$ cat config.mk
export PLATFORM = sky130hd
export DESIGN_NAME = rvv_vd_collector
export DESIGN_NICKNAME = d
export VERILOG_FILES = /design/src/rtl/rvv_vd_collector.sv
export SDC_FILE = /design/constraint.sdc
export NUM_CORES = 1
export LEC_CHECK = 0
export ABC_AREA = 1
export BUFFER_PORTS_ARGS = -buffer_cell sky130_fd_sc_hd__clkbuf_2
export CORE_MARGIN = 8
export CORE_UTILIZATION = 50
export DETAILED_ROUTE_END_ITERATION = 8
export PLACE_DENSITY = 0.76
export SYNTH_ARGS = -nofsm -noshare
export SYNTH_HDL_FRONTEND = slang
export SYNTH_SLANG_ARGS = --single-unit
$ cat constraint.sdc
create_clock -name clk -period 8.3 [get_ports clk]
set_input_delay 0 -clock clk [delete_from_list [all_inputs] [get_ports clk]]
set_output_delay 0 -clock clk [all_outputs]
set_load 0.02 [all_outputs]
$ cat src/rtl/rvv_vd_collector.sv
// ---------------------------------------------------------------------------
// rvv_vd_collector
//
// Collects per-lane element results from the multi-lane vector ALU wrapper
// into one VLEN-bit destination buffer with per-byte enables. When the ALU
// signals its last beat (alu_done), the assembled register is offered to the
// vector register file on a valid/ready write-back port.
//
// Parameters
//   VLEN      vector register width in bits (multiple of 64)
//   NB_LANES  log2 of the lane count (0..3 -> 1..8 lanes)
//
// Ports
//   clk         clock
//   resetn      synchronous active-low reset
//   run         ALU stage running; rising edge starts a collection
//   vsew        element width code, SEW = 8 << vsew; codes above 3 are ignored
//   vd_addr_in  destination vector register number, latched at start
//   lane_vd     per-lane results, lane k = bits [64k+63:64k], low SEW bits used
//   lane_idx    per-lane element index, lane k = bits [10k+9:10k]
//   lane_valid  per-lane result valid
//   alu_done    last ALU beat; lane data in the same cycle is still merged
//   vm          (mask build only) 1 = unmasked, latched at start
//   v0_mask     (mask build only) element mask, latched at start
//   wb_ready    register file accepts the write
//   wb_valid    write-back request
//   wb_addr     latched destination register number
//   wb_data     assembled destination register
//   wb_be       byte enables, 1 = byte written
//   busy        collector is not idle
//
// Build option
//   RVV_COLLECT_MASK_EN  adds vm / v0_mask ports; with vm=0 only elements whose
//                        v0_mask bit is set are merged. Undefined by default.
// ---------------------------------------------------------------------------
module rvv_vd_collector #(
    parameter int unsigned VLEN     = 128,
    parameter int unsigned NB_LANES = 1
) (
    input  logic                        clk,
    input  logic                        resetn,
    input  logic                        run,
    input  logic [2:0]                  vsew,
    input  logic [4:0]                  vd_addr_in,
    input  logic [(64<<NB_LANES)-1:0]   lane_vd,
    input  logic [(10<<NB_LANES)-1:0]   lane_idx,
    input  logic [(1<<NB_LANES)-1:0]    lane_valid,
    input  logic                        alu_done,
`ifdef RVV_COLLECT_MASK_EN
    input  logic                        vm,
    input  logic [VLEN-1:0]             v0_mask,
`endif
    input  logic                        wb_ready,
    output logic                        wb_valid,
    output logic [4:0]                  wb_addr,
    output logic [VLEN-1:0]             wb_data,
    output logic [VLEN/8-1:0]           wb_be,
    output logic                        busy
);

    localparam int unsigned NLANES = 1 << NB_LANES;
    localparam int unsigned NBYTES = VLEN / 8;

    typedef enum logic [1:0] {
        IDLE    = 2'd0,
        COLLECT = 2'd1,
        WRITE   = 2'd2
    } state_t;

    state_t              state;
    state_t              state_nxt;

    logic                run_q;
    logic [1:0]          sew_q;
    logic [VLEN-1:0]     buf_data;
    logic [NBYTES-1:0]   buf_be;
    logic [4:0]          addr_q;

    logic                start;
    logic                cmd_ok;
    logic [1:0]          sew_eff;
    logic [VLEN-1:0]     merged_data;
    logic [NBYTES-1:0]   merged_be;

`ifdef RVV_COLLECT_MASK_EN
    logic                vm_q;
    logic [VLEN-1:0]     mask_q;
    logic                vm_eff;
    logic [VLEN-1:0]     mask_eff;
`endif

    // ------------------------------------------------------------------
    // State register
    // ------------------------------------------------------------------
    always_ff @(posedge clk) begin
        if (!resetn) begin
            state <= IDLE;
        end else begin
            state <= state_nxt;
        end
    end

    // ------------------------------------------------------------------
    // Next state and status outputs
    // ------------------------------------------------------------------
    always_comb begin
        state_nxt = state;
        wb_valid  = 1'b0;
        busy      = (state != IDLE);

        case (state)
            IDLE: begin
                if (start && cmd_ok) begin
                    // a one-beat command can finish in its own start cycle
                    state_nxt = alu_done ? WRITE : COLLECT;
                end
            end
            COLLECT: begin
                if (alu_done) begin
                    state_nxt = WRITE;
                end else if (!run) begin
                    state_nxt = IDLE;
                end
            end
            WRITE: begin
                wb_valid = 1'b1;
                if (wb_ready) begin
                    state_nxt = IDLE;
                end
            end
            default: begin
                state_nxt = IDLE;
            end
        endcase
    end

    // ------------------------------------------------------------------
    // Lane merge
    //
    // Works byte by byte: byte b belongs to element b >> sew and is byte
    // (b mod element-size) of that element. Because VLEN is a multiple of
    // 64, any element index that maps onto a byte of the buffer lies fully
    // inside it, so an index past the end simply never matches and the
    // lane is dropped. Lanes are scanned in ascending order so the
    // higher-numbered lane wins on a conflict.
    // ------------------------------------------------------------------
    always_comb begin
        start   = run & ~run_q;
        cmd_ok  = (vsew <= 3'd3);
        sew_eff = (state == IDLE) ? vsew[1:0] : sew_q;

`ifdef RVV_COLLECT_MASK_EN
        vm_eff   = (state == IDLE) ? vm      : vm_q;
        mask_eff = (state == IDLE) ? v0_mask : mask_q;
`endif

        // a new command starts from an empty buffer
        if (state == IDLE) begin
            merged_data = '0;
            merged_be   = '0;
        end else begin
            merged_data = buf_data;
            merged_be   = buf_be;
        end

        for (int b = 0; b < int'(NBYTES); b++) begin
            for (int k = 0; k < int'(NLANES); k++) begin
                if (lane_valid[k]
                    && (int'(lane_idx[10*k +: 10]) == (b >> sew_eff))
`ifdef RVV_COLLECT_MASK_EN
                    && (vm_eff || mask_eff[b >> sew_eff])
`endif
                   ) begin
                    merged_data[8*b +: 8] =
                        lane_vd[64*k + 8*(b & ((1 << sew_eff) - 1)) +: 8];
                    merged_be[b] = 1'b1;
                end
            end
        end
    end

    // ------------------------------------------------------------------
    // Datapath registers
    // ------------------------------------------------------------------
    always_ff @(posedge clk) begin
        if (!resetn) begin
            run_q    <= 1'b0;
            sew_q    <= 2'd0;
            buf_data <= '0;
            buf_be   <= '0;
            addr_q   <= 5'd0;
`ifdef RVV_COLLECT_MASK_EN
            vm_q     <= 1'b1;
            mask_q   <= '0;
`endif
        end else begin
            run_q <= run;

            case (state)
                IDLE: begin
                    if (start && cmd_ok) begin
                        buf_data <= merged_data;
                        buf_be   <= merged_be;
                        addr_q   <= vd_addr_in;
                        sew_q    <= vsew[1:0];
`ifdef RVV_COLLECT_MASK_EN
                        vm_q     <= vm;
                        mask_q   <= v0_mask;
`endif
                    end
                end
                COLLECT: begin
                    if (alu_done || run) begin
                        buf_data <= merged_data;
                        buf_be   <= merged_be;
                    end else begin
                        // abort: drop everything collected so far
                        buf_data <= '0;
                        buf_be   <= '0;
                    end
                end
                default: begin
                    // WRITE holds the buffer stable until the handshake
                end
            endcase
        end
    end

    assign wb_addr = addr_q;
    assign wb_data = buf_data;
    assign wb_be   = buf_be;

endmodule

# Word-level counts from Yosys, hierarchy flattened
# Index checks and enable logic that the tools add are counted.
# totals
in_bits	163
latch_bits	0
register_bits	154
ramBits	0
output_inout_bits	151
memories	0
mem_bits_ro	0
word_cells	229
# op_classes
shift	47
n_reduce_logical	40
magnitude_cmp	1
n_addsub	16
n_mux	80
n_div	0
eq_ne	37
bitwise	2
multipliers	0
# op_table
operator	count
$shiftx 128x9->8	15
$eq 11x32->1	32
$shiftx 128x8->8	8
$shiftx 128x7->8	4
$mux 128	3
$mux 8	32
$pmux 128 s2	1
$shiftx 128x6->8	2
$shr 4x2->32 const A	8
$shiftx 128x5->8	1
$shr 3x2->32 const A	4
$add 7x7->8 const A	8
$shr 1x2->32 const A	2
$shr 2x2->32 const A	2
$mux 16	3
$logic_and 1x1->1	33
$mux 1	33
$add 7x6->8 const A	4
$pmux 16 s2	1
$add 7x5->8 const A	2
$mux 2	6
$add 7x4->8 const A	1
$pmux 2 s3	1
$reduce_and 2->1	2
14 further kinds	15

# Logic depth before layout (Yosys ltp)
# logic_depth
word_depth	9
ltp_mapped	20
mapped_depth_nobuf	17

# Least setup slack after synthesis
# OpenSTA, ideal clock, no wires.
# synth_timing
kind	register -> register
from	reg state[0]
to	reg buf_data[32] (netlist: wb_data[32])
setup_time_ns	0.132
t_required_ns	8.168
period_less_slack_ns	2.658
slack_ns	5.642
stages_incl_launch_ff	17
arrival_time_ns	2.526
cell_sequence	dfxtp_1 > inv_2 > nand2_4 > nand2_4 > nand2_4 > buf_6 > buf_2 > ha_1 > buf_4 > xnor2_1 > nand2_1 > nor2_4 > nand2_1 > inv_1 > nand2_1 > nand3_1 > a21oi_1
# synth_between
elab_chain_len	9
word_cells_on_any_way	22
classes_between	add/sub: 2; eq/ne: 4; shift: 4; mux: 7; reduce/logical: 5
# synth_lines
item	line_no	text
start: declaration	70	state_t state;
start signal: assignment	99	state <= state_nxt;
$logic_not 2->1	150, 158, 199	
$mux 2	150	sew_eff = (state == IDLE) ? vsew[1:0] : sew_q;
$shl 1x2->4 / $shr 3x2->32 (equally long branches)	-	
$sub 4x2->4 / $eq 11x32->1 (equally long branches)	-	
$add 7x6->8, or another cell as far along	175	lane_vd[64*k + 8*(b & ((1 << sew_eff) - 1)) +: 8];
$shiftx 128x9->8 / $mux 8 (equally long branches)	175, 168	
$mux 8	168	if (lane_valid[k]
$mux 128, on equally long branches	213, 201	
$pmux 128 s2	199	case (state)
end signal: assignment	202	buf_data <= merged_data;
end signal: assignment	214	buf_data <= merged_data;
end: declaration	75	logic [VLEN-1:0] buf_data;
# Several ways; a longest one is shown, not always the timed one. The select of a mux whose other input is x is not followed.
# A chain may end at the register's enable or synchronous reset.

# Worst setup path after layout
# layout_timing
from	reg state[1]
to	reg buf_data[123] (netlist: wb_data[123])
# layout_between
elab_chain_len	9
word_cells_on_any_way	22
classes_between	add/sub: 2; eq/ne: 4; shift: 4; mux: 7; reduce/logical: 5
# layout_lines
item	line_no
$logic_not 2->1	150, 158, 199
$mux 2	150
$shl 1x2->4 / $shr 4x2->32 (equally long branches)	175, 169
$sub 4x2->4 / $eq 11x32->1 (equally long branches)	175, 169
$add 7x7->8, or another cell as far along	175
$shiftx 128x9->8 / $mux 8 (equally long branches)	175, 168
$mux 8	168
$mux 128, on equally long branches	213, 201
$pmux 128 s2	199
# Several ways; a longest one is shown, not always the timed one. The select of a mux whose other input is x is not followed.

==> results by stage <==
Drt:
- The wire length after detailed routing is 60230 um.
- For this run, design rule violations remaining after detail routing come to 0.
- The detailed-routing iteration count for the pre-antenna-repair pass is 8.
- After detailed routing, the average wire length per cell comes to 22.46 um.
- In this run the remaining antenna-violating nets after routing total 0.
- The per-cell via count in the routed design is 5.928.
- The total via count in the routed design is 15898.
- After the first detailed-routing iteration, the DRC count stood at 2553.

Floorplan:
- From left edge to right edge, the die measures 171.5 um.
- The die covers 0.02940 mm^2.
- The total number of placement rows is 57.
- The die height is 171.5 um.
- For this design the top-level I/O count stands at 314.
- The region available for standard cell placement spans 0.02403 mm^2.
- For this configuration, the core starts out at a cell density of 50.27%.

Clock network:
- The number of buffers added for setup after CTS is 0.
- The H-tree generated during clock tree synthesis spans 4 levels.
- Clock-pin slew was measured on the worst setup and hold paths at 80 ps.
- The clock sink count is 154.
- Clock latency on the worst-skew pair, taken at its later pin, is 440 ps.
- Post-CTS repair changed the size of 0 cells.
- TritonCTS created 17 clock buffers.
- The worst-case clock buffer depth is 2.
- The number of hold buffers added after CTS was 21.
- The clock tree root buffer cell is clkbuf_16.
- TritonCTS built the clock tree.

STA:
- The worst path meets setup with 2963 ps of slack.
- The count of final hold-check violations was 0.
- The tightest slew margin relative to the limit is 23.60%.
- The number of endpoints failing setup at the final stage is 0.
- The setup TNS is 0 ps.
- Setup repair after global routing left no endpoint under its margin.
- The final max-slew violation count is 0.
- For this run, the top clock speed supported by timing is 187.4 MHz.
- The slew at the pin with the worst max-slew slack is 1145 ps.
- Between clock sinks in the finished design, the worst skew comes to 16.50 ps.
- After layout, the minimum clock period comes to 5337 ps.
- After layout, the worst path uses 64.30% of the clock period.

Cells and area:
- For this run, the post-layout net count is 2514.
- The multi-input logic area is 0.007809 mm^2.
- The number of fill cells in the layout is 2516.
- The area growth from synthesis to layout is 18.31%.
- Leaving out filler cells and counting taps, the final layout contains 2682.
- The sequential cells in the finished layout cover a total of 0.003083 mm^2.
- The antenna diode instance count is 0.
- Of the cells placed in the final design, the portion with a size suffix greater than 1 is 18.32%.

Hold path:
- The worst hold path was traced through 5 stages.
- The min-delay analysis places its worst path in the category input port to flop.
- The capture endpoint of the worst hold path is wb_data[22].
- The startpoint of the worst hold path is lane_vd[86].

Job:
- The number of max-cap violations is 0.

Pwr:
- The leakage component of the power is 6.893 nW.
- In this run the power density over the cells is 159.4 mW/mm^2.
- Across the VDD grid, the largest voltage drop is 110.8 uV.

Critical path:
- The kind of end point of the critical path is a flop.
- Data on the critical path arrives at its endpoint at 5610 ps.
- The capturing point of the worst reg2reg path is wb_data[123].
- Along the worst path, the maximum fanout reaches 71.
- Data on the critical path is required at its endpoint by 8580 ps.
- The startpoint-to-endpoint class of the critical path is flop to flop.
- The launching point of the worst reg2reg path is state[1].
- Setup slack on the worst reg-to-reg path comes out at 2960 ps.
- The cell count of the worst reg-to-reg path is 18.
- The worst setup path is launched from a flop.

Global routing:
- The first-pass GRT wire length is 87680 um.
- The number of global-route vias before repair is 14322.
- Across every metal layer, demand over resource in global routing totals 39.63%.
- The final global-route overflow total is 0.
- The maximum number of pins on one net before global-route repair is 96.
- The initial antenna violation count is 0.

Run status:
- The run finished with clean final reports.

Logic synthesis:
- Synthesis handed over a netlist of 2108 instances.
- The count of cell types in the netlist is 41.
- The cell area after synthesis is 0.01208 mm^2.
- Yosys printed 0 warnings.
- Of all cell types, the one taking the most synthesized area is dfxtp_1.
- The most frequently used flop master after synthesis is dfxtp_1.
- Sequential elements use 25.52% of the synthesized area.
- nand2_1 is the most common cell in the netlist.
- In the synthesized netlist, the cells that appear most often are 813 x nand2_1, 251 x nand3_1, 192 x a21oi_1.
- The number of nets in the synthesized netlist is 2277.
- In this run the biggest area consumer among cell types represents 25.52% of the synthesized area.
- The fraction of registers with async set or reset after synthesis is 0%.
- After synthesis the netlist holds a flip-flop and latch count of 154.
- By area the synthesized netlist is led by dfxtp_1 26%, nand2_1 25%, nand3_1 10%.
- In this run the mean area of a mapped cell was 5.732 um^2.
- The synthesized design contains 0 enable-type register cells.

Placement:
- The final estimated routing congestion in global placement is 1.046.
- Prior to clock tree synthesis, the placed netlist has a worst setup slack of 3157 ps.
- The number of placed instances, taps included is 2629.
- The number of buffers added on ports is 313.
- The detailed placement HPWL is 44340 um.
==> flip-flops by register name, indices dropped and copies added (netlist names) <==
name,cells
wb_data,128
wb_be,16
wb_addr,5
sew_q,2
state,2
run_q,1
==> worst max-delay path, stage by stage, from the launching register on <==
cell     delay (ps)
dfxtp_1         470
inv_2           110
nand2_4         420
buf_4           770
nand2_2         160
nand2_2         250
ha_2            200
buf_4           490
inv_2           380
nand2_1         140
nand2_1         100
inv_2            90
nand3_2         420
nor2_1          740
nor2_1           90
nor2_1          120
nand2_1          50
nand2_1          50
a21oi_1          50
==> final cells by class <==
cell class	count	share of cell area [%]
Clock buffer	18	3.002
Clock inverter	14	1.015
Inverter	152	4.053
Multi-Input combinational cell	1677	54.63
Sequential cell	154	21.57
Tap cell	324	2.836
Timing Repair Buffer	343	12.90
==> cell families after synthesis <==
group	count (synthesis)	share of synthesized area, %
buf+inv	277	10.00
xor+xnor	22	1.657
simple gates	1263	45.01
flops	154	25.52
compound gates	386	17.19
fa+ha+maj	6	0.6213
==> metrics by stage <==
stage,utilization [%],instance area [um^2],hold WS (ps),power (mW)
2_1_floorplan,-,12080,93.45,1.201
3_3_place_gp,56.21,13510,223.1,1.443
3_5_place_dp,56.21,13510,235.7,1.439
4_1_cts,59.48,14300,12.61,2.242
5_1_grt,59.48,14300,50.54,2.337
6_report,59.48,14300,29.22,2.279
==> report_power, final <==
part	switching, mW	total, mW	internal (mW)	leakage [nW]
clock	0.410	0.813	0.403	0.276
sequential	0.00330	0.745	0.742	1.24
combinational	0.557	0.720	0.163	5.38
total	0.971	2.28	1.31	6.89
==> worst max-delay path by stage <==
stage                     slack (ps)           end  depth (start not counted)  startpoint
after detailed placement        3160  wb_data[120]                         18    state[1]
after floorplan                 5640   wb_data[32]                         16    state[0]
final                           2960  wb_data[123]                         18    state[1]
after global routing            2580  wb_data[123]                         18    state[1]
after CTS                       3120  wb_data[123]                         18    state[1]
after global placement          3100  wb_data[120]                         18    state[1]
==> layer usage <==
metal | GRT usage [%] | vias to the layer above | share of wire [%]
li1 | - | 7297 | -
met1 | 52.61 | 7252 | 39
met2 | 59.07 | 1164 | 42
met3 | 9.135 | 185 | 13
met4 | 20.49 | 0 | 5.3
met5 | 0 | - | 0
==> placed cells by master, fill, tap and decap left out, types with 6 or more instances in the layout <==
| cell | Yosys | layout |
|---|---|---|
| nor2_2 | 5 | 6 |
| xnor2_1 | 16 | 16 |
| o21ai_0 | 113 | 113 |
| a21oi_1 | 192 | 192 |
| nor2_4 | 10 | 10 |
| nand3_1 | 251 | 251 |
| inv_1 | 132 | 132 |
| clkbuf_16 | 0 | 17 |
| inv_6 | 0 | 7 |
| dlygate4sd3_1 | 0 | 21 |
| o21ai_1 | 32 | 32 |
| nand2_2 | 17 | 17 |
| o211ai_1 | 34 | 34 |
| buf_4 | 12 | 9 |
| nand2_4 | 5 | 6 |
| nand4_1 | 17 | 17 |
| clkbuf_2 | 0 | 313 |
| nand2_1 | 813 | 812 |
| dfxtp_1 | 154 | 154 |
| nor2_1 | 124 | 123 |
| o21bai_1 | 7 | 7 |
| inv_2 | 17 | 16 |
(Power assumes the default switching activity.)
